### config.mk
export PLATFORM = sky130hd
export DESIGN_NAME = pc_fetch_sequencer
export DESIGN_NICKNAME = d
export VERILOG_FILES = /design/src/rtl/pc_fetch_sequencer.sv
export SDC_FILE = /design/constraint.sdc
export NUM_CORES = 1
export LEC_CHECK = 0
export CAP_MARGIN = 20
export CELL_PAD_IN_SITES_DETAIL_PLACEMENT = 1
export CELL_PAD_IN_SITES_GLOBAL_PLACEMENT = 1
export CORE_MARGIN = 1.5
export CORE_UTILIZATION = 49
export DETAILED_ROUTE_END_ITERATION = 12
export DONT_BUFFER_PORTS = 1
export PLACE_DENSITY = 0.85
export SYNTH_ARGS = -nofsm -noshare
export SYNTH_HDL_FRONTEND = slang
export SYNTH_SLANG_ARGS = --single-unit
### constraint.sdc
create_clock -name clk -period 7.2 [get_ports clk]
set_input_delay 1.44 -clock clk [delete_from_list [all_inputs] [get_ports clk]]
set_output_delay 1.44 -clock clk [all_outputs]
set_load 0.1 [all_outputs]
### src/rtl/pc_fetch_sequencer.sv
// pc_fetch_sequencer: program counter plus a single-outstanding instruction fetch FSM (FETCH/WAIT/ISSUE/RESOLVE).
// Latency: instr_valid no earlier than 2 cycles after FETCH entry; FETCH re-entered 1 cycle after next-PC resolve.
// Backpressure: holds instr/instr_pc while instr_ready=0; no prefetch. Optional macro MISALIGN_TRAP_EN.
module pc_fetch_sequencer #(
    parameter logic [31:0] RESET_PC = 32'h0000_0000
) (
    input  logic        clk,
    input  logic        reset_n,
    output logic        imem_req,
    output logic [31:0] imem_addr,
    input  logic        imem_ready,
    input  logic        imem_rvalid,
    input  logic [31:0] imem_rdata,
    output logic        instr_valid,
    output logic [31:0] instr,
    output logic [31:0] instr_pc,
    input  logic        instr_ready,
    input  logic        br_valid,
    input  logic [12:0] br_incr,
    input  logic        jmp_valid,
    input  logic [31:0] jmp_target
`ifdef MISALIGN_TRAP_EN
    ,
    output logic        misalign
`endif
);

    localparam logic [1:0] FETCH   = 2'd0;
    localparam logic [1:0] WAIT    = 2'd1;
    localparam logic [1:0] ISSUE   = 2'd2;
    localparam logic [1:0] RESOLVE = 2'd3;

    logic [1:0]  state;
    logic [31:0] pc;
    logic [31:0] next_pc;

    // Jump target takes priority over the sign-extended branch increment.
    always_comb begin
        next_pc = pc + {{19{br_incr[12]}}, br_incr};
        if (jmp_valid) begin
            next_pc = jmp_target;
        end
    end

    assign imem_req  = (state == FETCH);
    assign imem_addr = pc;

    always_ff @(posedge clk) begin
        if (!reset_n) begin
            state       <= FETCH;
            pc          <= RESET_PC;
            instr_valid <= 1'b0;
            instr       <= 32'h0;
            instr_pc    <= 32'h0;
`ifdef MISALIGN_TRAP_EN
            misalign    <= 1'b0;
`endif
        end else begin
            case (state)
                FETCH: begin
                    if (imem_ready) begin
                        state <= WAIT;
                    end
                end
                WAIT: begin
                    if (imem_rvalid) begin
                        instr       <= imem_rdata;
                        instr_pc    <= pc;
                        instr_valid <= 1'b1;
                        state       <= ISSUE;
                    end
                end
                ISSUE: begin
                    if (instr_ready) begin
                        instr_valid <= 1'b0;
                        state       <= RESOLVE;
                    end
                end
                RESOLVE: begin
                    if (br_valid || jmp_valid) begin
`ifdef MISALIGN_TRAP_EN
                        // Once trapped, the sequencer stays parked in RESOLVE until reset.
                        if (!misalign) begin
                            pc <= next_pc;
                            if (next_pc[1:0] != 2'b00) begin
                                misalign <= 1'b1;
                            end else begin
                                state <= FETCH;
                            end
                        end
`else
                        pc    <= next_pc & ~32'h3;
                        state <= FETCH;
`endif
                    end
                end
                default: state <= FETCH;
            endcase
        end
    end

endmodule

-- Word level (Yosys, flattened, before mapping)
Cells that the tools add are included.
- bits in registers: 95
- logic and storage cells: 29
- input bits: 84
- output and inout port bits: 98
- add/subtract/negate cells: 1
- multiplexer cells: 9
- reduce and logical (&&, ||, !) cells: 7
- eq/ne operators: 7
- operators with widths (cell ; count):
    adder 32 bit ; 1
    2-to-1 mux 32 bit ; 1
    2-to-1 mux 2 bit ; 4
    one-hot mux 2 bit (4 select lines) ; 1
    != test 2 bit (second input constant) ; 3
    equality test 2 bit (second input constant) ; 2
    AND reduction 2 bit ; 2
    AND reduction 4 bit ; 1
    AND reduction 3 bit ; 1
    equality test 2 x 1 -> 1 bit (second input constant) ; 1
    zero test 2 bit ; 1
    2-to-1 mux 1 bit ; 2
    != test 2 x 1 -> 1 bit (second input constant) ; 1
    one-hot mux 1 bit (2 select lines) ; 1
    nonzero test 2 bit ; 1
    logical OR 1 bit ; 1

-- Depth between registers and ports, before layout
- depth in word-level cells: 3
- depth in mapped cells: 9
- gate-level depth less buffers: 9

-- Least setup slack after synthesis
No wires, ideal clock.
- path kind: input to register
- start: in br_incr[2]
- end: reg pc[26], in the netlist imem_addr[26]
- data arrival time: 3.433 ns
- setup slack: 3.637 ns
- library setup time: 0.130 ns
- path buffers: 0
- stages: 9
- required time: 7.070 ns
- cell sequence: ha_1 -> fa_1 -> a21o_2 -> a221oi_1 -> o211a_1 -> o31ai_1 -> o21ai_0 -> xor2_1 -> o22ai_1
- longest elaborated chain between the ends: 2
- ends and longest elaborated chain (what ; line ; text):
    start: declaration ; 19 ; input logic [12:0] br_incr,
    adder 32 bit ; 39 ; next_pc = pc + {{19{br_incr[12]}}, br_incr};
    2-to-1 mux 32 bit ; 40 ; if (jmp_valid) begin
    end signal: assignment ; 92 ; pc <= next_pc & ~32'h3;
    end: declaration ; 34 ; logic [31:0] pc;
Every way passes these cells.
A chain may end at the register's enable or synchronous reset.

-- Final worst setup path
- start: in br_incr[2]
- end: reg pc[28], in the netlist imem_addr[28]
The elaborated chain is that of the path after synthesis.

==> results.json <==
{
  "timing.slew.headroom_pct": 23.0,
  "worst_pin_slew_ps": 1150,
  "grt.total_usage_pct": 28.7,
  "synthDistinctLibCells": 59,
  "ys_ff_latch": 95,
  "cts_resized": 0,
  "swShare_pct": 49.5,
  "synth.most_common_cell": "nand2_1",
  "grt_pass1_wl_mm": 26.0,
  "area_delta_synth_final_pct": 6.10,
  "fin_tns_setup_ps": 0,
  "cts_max_path_buffers": 2,
  "synth_edf_count": 0,
  "seq_power_share_pct": 50.7,
  "ant_nets": 0,
  "dr.pass1.iters": 4,
  "cp_max_fo": 5,
  "whs_ps": 558,
  "synth_top_area_share_pct": 35.4,
  "drv_cap": 0,
  "cts_made_buffers": 9,
  "grt_overflow": 0,
  "post-dp-hpwl_mm": 12.6,
  "clock_latency_ps": 370,
  "final.period_utilization_pct": 49.8,
  "antenna_found_initial": 0,
  "synth_cells": 711,
  "cts-root-buf": "clkbuf_8",
  "cp.arrival_ps": 3870,
  "num_antenna_cells": 0,
  "htreeDepth": 3,
  "skew_ps": 9.03,
  "core_um2": 10700,
  "start_kind": "input pin",
  "clk_pin_slew_ps": 90,
  "routed_wl_mm": 17.0,
  "ioPinCount": 182,
  "seqCellArea_um2": 1900,
  "hold_viol_final": 0,
  "slew_violations": 0,
  "synthTopCellsByArea": "dfxtp_1, nand2_1, a21oi_1, ha_1, o21ai_0",
  "die_h_um": 108,
  "drt_iter0_drc": 274,
  "ys.flop_type": "dfxtp_1",
  "p_sw_w": 0.000880,
  "fin_nets": 812,
  "p_int_w": 0.000897,
  "post_cts_buffers": 0,
  "cts_tree": "done",
  "period_minus_slack_ps": 3580,
  "finish.utilization_pct": 53.1,
  "drc": 0,
  "synth_area_leader_cell": "dfxtp_1",
  "required_ps": 7490,
  "ys_async_sr_fraction_pct": 0,
  "vias": 5156,
  "viasPerCell": 6.15,
  "initial_utilization_pct": 50.0,
  "critPathKind": "input pin to register",
  "grt_max_degree": 73,
  "die-width_um": 108,
  "die-area_um2": 11600,
  "clock-sinks": 95,
  "gp_congestion": 0.992,
  "crit_path_end_kind": "register",
  "pwr-share-clk_pct": 20.3,
  "rsz0062_at_grt": "no",
  "avgSynthCellArea_um2": 7.56,
  "yosysWarningCount": 0,
  "ctsHoldBuffers": 0,
  "multi_input_area_um2": 3200,
  "grt_pass1_vias": 5154,
  "setup_viol": 0,
  "combinationalPowerShare_pct": 29.0,
  "drive_gt1_share_pct": 6.29,
  "synth_commonest_cells": "nand2_1, a21oi_1, dfxtp_1, clkbuf_1, o21ai_0",
  "min-delay-path-class": "register to register",
  "num_rows": 38,
  "run_status": "finished, final reports clean",
  "wl_per_cell_um": 20.2,
  "power.density_nw_per_um2": 312,
  "portBuffers": 0,
  "fill_cells": 1379,
  "p_leak_nw": 2.22,
  "fmax_ghz": 0.279,
  "yosysSeqAreaShare_pct": 35.4,
  "max-vdd-ir-drop_v": 0.000175,
  "syn_area_um2": 5370
}
## cells by family (layout without fill, tap and decap cells)
kind of cell | after synthesis | count (layout) | share of synthesized area, %
simple gates | 272 | 272 | 21.8
xor+xnor | 18 | 18 | 2.93
mux | 9 | 9 | 1.68
other cells | 1 | 4 | 0.0698
buf+inv | 65 | 50 | 5.38
compound gates | 217 | 217 | 24.6
fa+ha+maj | 34 | 34 | 8.06
flops | 95 | 95 | 35.4
## layout by cell type (no fill, tap or decap), drive strengths merged, types with 4 or more instances in the layout
cell / synthesis / layout
clkbuf: 35 / 10
and3: 7 / 7
o211ai: 5 / 5
nand2b: 4 / 4
nand2: 173 / 173
a211oi: 11 / 11
conb: 1 / 4
o22ai: 4 / 4
a21oi: 111 / 111
nand4: 9 / 9
dfxtp: 95 / 95
mux2i: 9 / 9
ha: 33 / 33
o21ai: 36 / 36
buf: 12 / 16
nand3: 14 / 14
a21o: 9 / 9
xnor2: 12 / 12
xor2: 6 / 6
inv: 18 / 19
nor2: 33 / 33
nor3: 8 / 8
or3: 9 / 9
a311oi: 4 / 4
a31oi: 5 / 5
nor2b: 4 / 4
o21bai: 6 / 6
## sequential cells by signal, indices dropped and copies added, names as in the netlist
signal and flops:
instr 32, imem_addr 30, instr_pc 30, state 2
instr_valid 1
## final timing paths
path / from / to / slack [ps] / cells after the start
setup / recovery: br_incr[2] / imem_addr[28] / 3620 / 9
hold reg to reg: state[0] / state[0] / 560 / 2
hold / removal: state[0] / state[0] / 560 / 2
setup reg to reg: imem_addr[14] / imem_addr[27] / 3700 / 8
## power by group through the flow
stage	Sequential, W	Clock [W]	Combinational [W]
after floorplan	0.000949	0	0.000352
after global placement	0.000909	0	0.000470
after detailed placement	0.000913	0	0.000493
after CTS	0.000901	0.000367	0.000495
after global routing	0.000908	0.000394	0.000560
final	0.000901	0.000361	0.000515
## worst max-delay path: stages
cell and delay, ps:
ha_1 210, fa_1 410, a21o_2 250, a221oi_1 540, a211o_1 230, a21oi_1 160
o211ai_1 300, a21oi_1 110, nor3b_1 210
## routing by layer
metal	part of all wire (%)	track usage, %	vias to the layer above
met5	0	0	-
met4	3.5	13.3	0
met3	7.7	6.90	39
met2	46	47.4	185
met1	43	35.2	2477
li1	-	-	2455
## cell type report
cell class                 instances  share of cell area [%]
clock buffer                      10                    2.24
clock inverter                     6                    1.21
inverter                          18                    1.19
multi-input combinational        554                    56.1
sequential                        95                    33.4
tap                              140                    3.07
timing repair buffer              16                    2.81
## stage by stage
step	total power [W]	setup WS (ps)	cells	instance area, um^2
global placement	0.00138	3280	821	5450
global route	0.00186	3430	839	5700
floorplan	0.00130	3640	714	5380
detailed placement	0.00141	3260	821	5450
CTS	0.00176	3640	837	5650
finish	0.00178	3620	839	5700
Power figures use the tool's default switching activity.
